### src/rtl/countdown_timer_pkg.sv
// ============================================================================
//  Module   : countdown_timer_pkg
//  Brief    : Shared state encodings and datapath width for the countdown timer
//  Revision : 1.0 - initial release
// ============================================================================
`default_nettype none

package countdown_timer_pkg;

    localparam int c_TIMER_WIDTH = 16;

    typedef enum logic [2:0] {
        ST_IDLE    = 3'd0,
        ST_LOADED  = 3'd1,
        ST_RUNNING = 3'd2,
        ST_PAUSED  = 3'd3,
        ST_DONE    = 3'd4
    } state_t;

endpackage

`default_nettype wire

### src/rtl/binary_to_7Seg.sv
// ============================================================================
//  Module   : binary_to_7Seg
//  Brief    : Hex nibble to active-high seven-segment pattern, bit order gfedcba
//  Revision : 1.0 - initial release
// ============================================================================
`default_nettype none

module binary_to_7Seg (
    input  logic [3:0] bin,
    output logic [6:0] seg
);

    always_comb begin
        seg = 7'h00;
        case (bin)
            4'h0: seg = 7'h3F;
            4'h1: seg = 7'h06;
            4'h2: seg = 7'h5B;
            4'h3: seg = 7'h4F;
            4'h4: seg = 7'h66;
            4'h5: seg = 7'h6D;
            4'h6: seg = 7'h7D;
            4'h7: seg = 7'h07;
            4'h8: seg = 7'h7F;
            4'h9: seg = 7'h6F;
            4'hA: seg = 7'h77;
            4'hB: seg = 7'h7C;
            4'hC: seg = 7'h39;
            4'hD: seg = 7'h5E;
            4'hE: seg = 7'h79;
            4'hF: seg = 7'h71;
            default: seg = 7'h00;
        endcase
    end

endmodule

`default_nettype wire

### src/rtl/countdown_timer.sv
// ============================================================================
//  Module   : countdown_timer
//  Brief    : Loadable 16-bit down-counter with pause/resume, expiry pulse,
//             optional auto-reload and four seven-segment digit outputs
//  Revision : 1.0 - initial release
// ============================================================================
`default_nettype none

module countdown_timer
    import countdown_timer_pkg::*;
#(
    parameter bit AUTO_RELOAD = 1'b0
) (
    input  logic                     Clkin,
    input  logic                     clear_n,
    input  logic                     load,
    input  logic [c_TIMER_WIDTH-1:0] D,
    input  logic                     start,
    input  logic                     stop,
    input  logic                     Din,
    output logic [c_TIMER_WIDTH-1:0] Q,
    output logic                     busy,
    output logic                     expired,
    output logic                     done,
    output logic [6:0]               num0,
    output logic [6:0]               num1,
    output logic [6:0]               num2,
    output logic [6:0]               num3
);

    state_t                     r_state;
    state_t                     w_state_nxt;
    logic [c_TIMER_WIDTH-1:0]   r_q;
    logic [c_TIMER_WIDTH-1:0]   w_q_nxt;
    logic [c_TIMER_WIDTH-1:0]   r_preset;
    logic [c_TIMER_WIDTH-1:0]   w_preset_nxt;
    logic                       r_done;
    logic                       w_done_nxt;
    logic                       w_go;
    logic [6:0]                 w_seg [4];

    always_ff @(posedge Clkin or negedge clear_n) begin
        if (!clear_n) begin
            r_state  <= ST_IDLE;
            r_q      <= '0;
            r_preset <= '0;
            r_done   <= 1'b0;
        end else begin
            r_state  <= w_state_nxt;
            r_q      <= w_q_nxt;
            r_preset <= w_preset_nxt;
            r_done   <= w_done_nxt;
        end
    end

    // stop outranks start wherever both are asserted together
    assign w_go = start & ~stop;

    always_comb begin
        w_state_nxt  = r_state;
        w_q_nxt      = r_q;
        w_preset_nxt = r_preset;
        w_done_nxt   = 1'b0;
        if (load) begin
            w_q_nxt      = D;
            w_preset_nxt = D;
            w_state_nxt  = ST_LOADED;
        end else begin
            unique case (r_state)
                ST_LOADED, ST_PAUSED: begin
                    if (w_go) begin
                        if (r_q == '0) begin
                            w_state_nxt = ST_DONE;
                            w_done_nxt  = 1'b1;
                        end else begin
                            w_state_nxt = ST_RUNNING;
                        end
                    end
                end
                ST_DONE: begin
                    if (w_go) begin
                        w_q_nxt = r_preset;
                        if (r_preset == '0) begin
                            w_done_nxt = 1'b1;
                        end else begin
                            w_state_nxt = ST_RUNNING;
                        end
                    end
                end
                ST_RUNNING: begin
                    if (stop) begin
                        w_state_nxt = ST_PAUSED;
                    end else if (Din) begin
                        if (r_q > 16'd1) begin
                            w_q_nxt = r_q - 16'd1;
                        end else if (r_q == 16'd1) begin
                            w_done_nxt = 1'b1;
                            if (AUTO_RELOAD) begin
                                w_q_nxt = r_preset;
                            end else begin
                                w_q_nxt     = '0;
                                w_state_nxt = ST_DONE;
                            end
                        end
                    end
                end
                default: begin
                    w_state_nxt = r_state;
                end
            endcase
        end
    end

    assign Q       = r_q;
    assign done    = r_done;
    assign busy    = (r_state == ST_RUNNING);
    assign expired = (r_state == ST_DONE);

    generate
        for (genvar gi = 0; gi < 4; gi++) begin : g_seg
            binary_to_7Seg u_seg (
                .bin (r_q[gi*4 +: 4]),
                .seg (w_seg[gi])
            );
        end
    endgenerate

    assign num0 = w_seg[0];
    assign num1 = w_seg[1];
    assign num2 = w_seg[2];
    assign num3 = w_seg[3];

endmodule

`default_nettype wire

### config.mk
export PLATFORM = sky130hd
export DESIGN_NAME = countdown_timer
export DESIGN_NICKNAME = d
export VERILOG_FILES = /design/src/rtl/countdown_timer_pkg.sv /design/src/rtl/binary_to_7Seg.sv /design/src/rtl/countdown_timer.sv
export SDC_FILE = /design/constraint.sdc
export NUM_CORES = 1
export LEC_CHECK = 0
export ABC_CLOCK_PERIOD_IN_PS = 6920
export CORE_MARGIN = 2
export CORE_UTILIZATION = 56
export DETAILED_ROUTE_END_ITERATION = 16
export MAX_ROUTING_LAYER = met4
export PLACE_DENSITY = 0.92
export SLEW_MARGIN = 0
export SYNTH_ARGS = -nofsm -noshare
export SYNTH_HDL_FRONTEND = slang
export SYNTH_SLANG_ARGS = --single-unit
### constraint.sdc
create_clock -name Clkin -period 6.92 [get_ports Clkin]
set_clock_uncertainty 0.05 [all_clocks]
set_input_delay 0.692 -clock Clkin [delete_from_list [all_inputs] [get_ports Clkin]]
set_output_delay 0.692 -clock Clkin [all_outputs]
set_load 0.005 [all_outputs]
* After elaboration in Yosys (flattened, before gate mapping)
Memory sizes are Yosys's and may differ from the RTL's. Cells that the tools add are included.
Cells by class: equal/unequal tests 14, muxes and demuxes 27, add/subtract/negate cells 1, bitwise gates (word level) 2, reductions and logical operators 7, $lt $le $gt $ge 1
Operators by type and width (count):
- 16-bit 2-to-1 mux | 6
- 16-bit logical NOT | 2
- 16-bit one-hot mux with 2 select lines | 1
- 3-bit 2-to-1 mux | 9
- 16-bit by 1-bit == test with 1-bit output, second input constant | 1
- 16-bit by 1-bit greater-than comparator with 1-bit output, second input constant | 1
- 16-bit by 1-bit subtractor with 16-bit output, second input constant | 1
- 3-bit inequality test, second input constant | 4
- 1-bit 2-to-1 mux | 9
- 3-bit one-hot mux with 3 select lines | 1
- 4-bit inequality test, second input constant | 2
- 7-bit AND reduction | 1
- 3-bit by 2-bit == test with 1-bit output, second input constant | 2
- 5-bit AND reduction | 1
- 4-bit by 2-bit inequality test with 1-bit output, second input constant | 1
- 4-bit by 3-bit inequality test with 1-bit output, second input constant | 1
- 4-bit nonzero test | 1
- 3-bit by 1-bit == test with 1-bit output, second input constant | 1
- 3-bit == test, second input constant | 1
- 3-bit by 2-bit inequality test with 1-bit output, second input constant | 1
- 1-bit one-hot mux with 3 select lines | 1
- 3-bit nonzero test | 1
- 2-bit OR reduction | 1
- 1-bit bitwise AND | 1
- 1-bit NOT | 1
Word-level totals: memories kept 4, register bits after elaboration 36, memory bits (read-only) 448, output and inout port bits 47, input port bits 22
Memory list:
- (no name shown) | depth 16, bits a word 7, read ports 1, clocked after Yosys merged registers in 0, write ports 0, RTL line binary_to_7Seg.sv:15 | case (bin)
- (no name shown) | depth 16, bits a word 7, read ports 1, clocked after Yosys merged registers in 0, write ports 0, RTL line binary_to_7Seg.sv:15
- (no name shown) | depth 16, bits a word 7, read ports 1, clocked after Yosys merged registers in 0, write ports 0, RTL line binary_to_7Seg.sv:15
- (no name shown) | depth 16, bits a word 7, read ports 1, clocked after Yosys merged registers in 0, write ports 0, RTL line binary_to_7Seg.sv:15

* Longest topological paths before layout
depth in word-level cells 7, depth in mapped cells 8

* Hierarchy
From an unflattened synthesis, not the netlist that was laid out.
Second synthesis, totals: cell total of the unflattened synthesis 349, area, all modules 3333.2 um2
By module, submodules not included:
- countdown_timer | instances 1, cells an instance 217, area each 2179.6 um2
- binary_to_7Seg (g_seg[1].u_seg ...) | instances 3, cells an instance 33, area each 290.3 um2
- binary_to_7Seg (g_seg[0].u_seg) | instances 1, cells an instance 33, area each 282.8 um2

* Worst setup path after synthesis
Ideal clock, no wire load.
path kind register to register, from reg r_q[8] (netlist: Q[8]), to reg r_q[0] (netlist: Q[0]), setup time 0.125 ns, arrival time 2.217 ns, path slack 4.527 ns, clock period less this slack 2.393 ns, data required time 6.745 ns, cell stages (with the launch flop) 9, cells stage by stage dfrtp_1 -> inv_1 -> ha_1 -> nor4b_4 -> nand2_1 -> o31a_1 -> or2_1 -> buf_6 -> mux2_4
Between the ends: word-level cells in the longest chain between the ends 6, elaborated cells on any way between the ends 9
Ends and longest elaborated chain:
- start, declared | RTL line countdown_timer.sv:33 | logic [c_TIMER_WIDTH-1:0] r_q;
- start signal, assigned | RTL line countdown_timer.sv:50 | r_q <= w_q_nxt;
- 16-bit by 1-bit greater-than comparator with 1-bit output | RTL line countdown_timer.sv:94 | if (r_q > 16'd1) begin
- 16-bit 2-to-1 mux | RTL line countdown_timer.sv:94
- 16-bit 2-to-1 mux | RTL line countdown_timer.sv:93 | end else if (Din) begin
- 16-bit 2-to-1 mux | RTL line countdown_timer.sv:91 | if (stop) begin
- 16-bit one-hot mux with 2 select lines | RTL line countdown_timer.sv:69 | unique case (r_state)
- 16-bit 2-to-1 mux | RTL line countdown_timer.sv:64 | if (load) begin
Parallel ways exist; a longest one is shown, timed or not. The select of a mux whose other input is x is not followed. A chain may end at the register's enable or synchronous reset.

* Worst setup path in the final report
from reg r_q[12] (netlist: Q[12]), to out num3[4]
Between the ends: word-level cells in the longest chain between the ends 1
Ends and longest elaborated chain:
- memory 16 x 7 bit
- end, declared | RTL line countdown_timer.sv:28 | output logic [6:0] num3
No other way between the ends.

==> reports/metrics.cfg <==
[run_status]
status=finished, final reports clean

[flow_run]
maxCapViolCount=0

[setup_path]
reg2reg_slack_ns=3.84
criticalPathCategory=reg -> out
startpoint_type=flop
critPathSlowestCell=clkdlybuf4s50_1
cp.arrival_ns=2.38
cp_top_family=buffers and inverters
end_kind=primary output
cp_max_fo=9
slowest_delay_ns=0.51
path_cells=inv_1 -> ha_1 -> nor2b_1 -> o32a_1 -> clkdlybuf4s50_1
rr_startpoint=Q[0]
startpoint=Q[12]
critPathBufInv=2
path_depth=5
cp.required_ns=6.18
rr_worst_depth=7
endpoint=num3[4]
r2r-end=Q[0]

[clock_network]
cts_resized=0
post_cts_buffers=0
worstSkewPairLatency_ns=0.31
cts.sinks=36
path_clk_slew_ns=0.08
cts_tree=yes
ctsHoldBuffers=0
cts_buffer_depth=2
htree_levels=2
clockRootBuffer=clkbuf_8
cts_buffers=5

[min_path]
hold_path_class=reg -> reg

[logic_synthesis]
synth_area_leader_cell=dfrtp_1
synth_area_leaders=dfrtp_1 29%, ha_1 10%, mux2_2 4.3%
synth_cell_type_count=58
syn_area_um2=3110
syn_nets=408
synth_edf_count=0
ys_ff_latch=36
ys.flop_type=dfrtp_1
synthArstFlopShare_pct=100
syn_inst=361
synth_area_per_cell_um2=8.62
synth_top_cell_area_share_pct=28.9
ys_warn_count=0
ys_seq_area_share_pct=28.9

[layout]
antennaDiodeCount=0
fillers=423
syn_to_final_growth_pct=25.3
seqCellArea_um2=901
nets=460
multi_input_area_um2=2010
drive_gt1_share_pct=7.73

[detailed_routing]
wl_per_cell_um=17.5
route.detailed.drc=0
via_per_inst=6.40
via_count=3109
drt_iter0_markers=265
first_pass_iters=7
antenna_left=0
drt_wl_total_um=8490

[power_and_ir_drop]
power_uw=803
p_per_area_nw_per_um2=206
ir_drop_mv=0.130
p_leak_nw=1.59

[sta]
max_freq_mhz=321
fin_crit_sh_pct=45.1
setup-tns-final_ns=0
hold_slack_ns=0.494
rsz0062_at_grt=false
setup_viol=0
final_max_slew_viol_count=0
worst_slew_pin_slew_ns=0.856
layout_min_cycle_time_ns=3.12
finalHoldViolCount=0
slew-limit-headroom_pct=42.7

[die]
ios=69
initial_utilization_pct=57.2
die_w_um=78.6
fp.dieH_um=78.6
fp-row-count=27
core-area_um2=5440
dieArea_um2=6170

[placed_design]
dp_hpwl_um=6160
globalplace.congestion=0.938
port_buffers=68

[grt]
grt_pass1_wl_um=13900
grt_max_degree=41
overflow=0
antenna_found_initial=0
grt_pass1_vias=2918
groute.usage.overall_pct=29.0

-- cells in the mapped netlist (all sizes together), types with 6 or more instances --
cell type,n
a21oi,18
o22ai,9
buf,14
nor3b,7
mux2,14
clkbuf,11
nand2b,7
nor3,8
dfrtp,36
nand2,30
nor2,24
ha,25
a22oi,11
o21ai,20
a22o,9
o2bb2ai,12
mux2i,6
inv,24
a31oi,7
-- power by group --
part	leakage, nW	total, mW	switching [mW]	internal [mW]
sequential	0.437	0.293	0.0611	0.232
combinational	1.09	0.320	0.138	0.182
clock	0.0541	0.190	0.0832	0.107
total	1.59	0.803	0.282	0.521
-- metrics by stage --
step	instance area, um^2	setup WS (ns)	std cells	utilization [%]
floorplan	3110	4.53	361	-
global placement	3790	3.67	478	69.7
detailed placement	3790	3.65	478	69.7
CTS	3900	3.82	486	71.7
global route	3900	3.68	486	71.7
finish	3900	3.80	486	71.7
-- kinds of logic (layout without fill, tap and decap cells) --
logic type | count (synthesis) | count (layout) | share of synthesized area [%]
adders and majority gates | 25 | 25 | 10.0
muxes | 22 | 22 | 8.68
DFF | 36 | 36 | 28.9
xor gates and xnor gates | 1 | 1 | 0.281
and+or+nand+nor | 111 | 111 | 19.3
buffers and inverters | 49 | 102 | 6.43
AOI/OAI and AO/OA | 117 | 117 | 26.4
-- worst min-delay path by stage --
stage,start,endpoint,cells after the start
6_report,r_preset[0],r_preset[0],1
2_1_floorplan,clear_n,Q[0],0
5_1_grt,r_preset[1],r_preset[1],1
3_3_place_gp,r_preset[5],r_preset[5],1
4_1_cts,r_preset[0],r_preset[0],1
3_5_place_dp,r_preset[0],r_preset[0],1
-- routing by layer --
layer | GRT usage (%) | vias to the layer above | part of all wire, %
met2 | 45.9 | 149 | 49
met5 | - | - | 0
met4 | 11.8 | 0 | 2.3
met1 | 37.1 | 1471 | 42
met3 | 4.71 | 27 | 7.1
li1 | - | 1462 | -
-- area by class of cell --
class / instances / area share, %
inverter: 24 / 2.31
tap: 72 / 2.31
clock inverter: 3 / 1.09
timing repair buffer: 70 / 17.8
multi-input combinational: 276 / 51.6
clock buffer: 5 / 1.76
sequential: 36 / 23.1
-- flip-flops by register name, summed over array words and instances, names as in the netlist --
register  flops
done          1
Q            16
r_preset     16
r_state       3
-- placed cells by master, fill, tap and decap left out, types with 3 or more instances in the layout --
cell type and n:
mux2_2 12, nor3_1 8, clkbuf_8 5, o32a_1 4, a32oi_1 3, a31oi_1 7, nor2_1 24, nor2b_1 5
o31ai_1 5, a211oi_1 3, a22oi_1 11, nor4_1 5, nand3_1 5, inv_1 23, o22ai_1 9, clkdlybuf4s50_1 68
dfrtp_1 36, ha_1 25, nor3b_1 5, a21oi_1 18, a22o_1 9, and3_1 3, nand2_1 30, mux2i_1 6
nand4_1 3, o21ai_0 20, o2bb2ai_1 12, nand2b_1 7
Note: power is estimated with default switching activity, not from simulation.
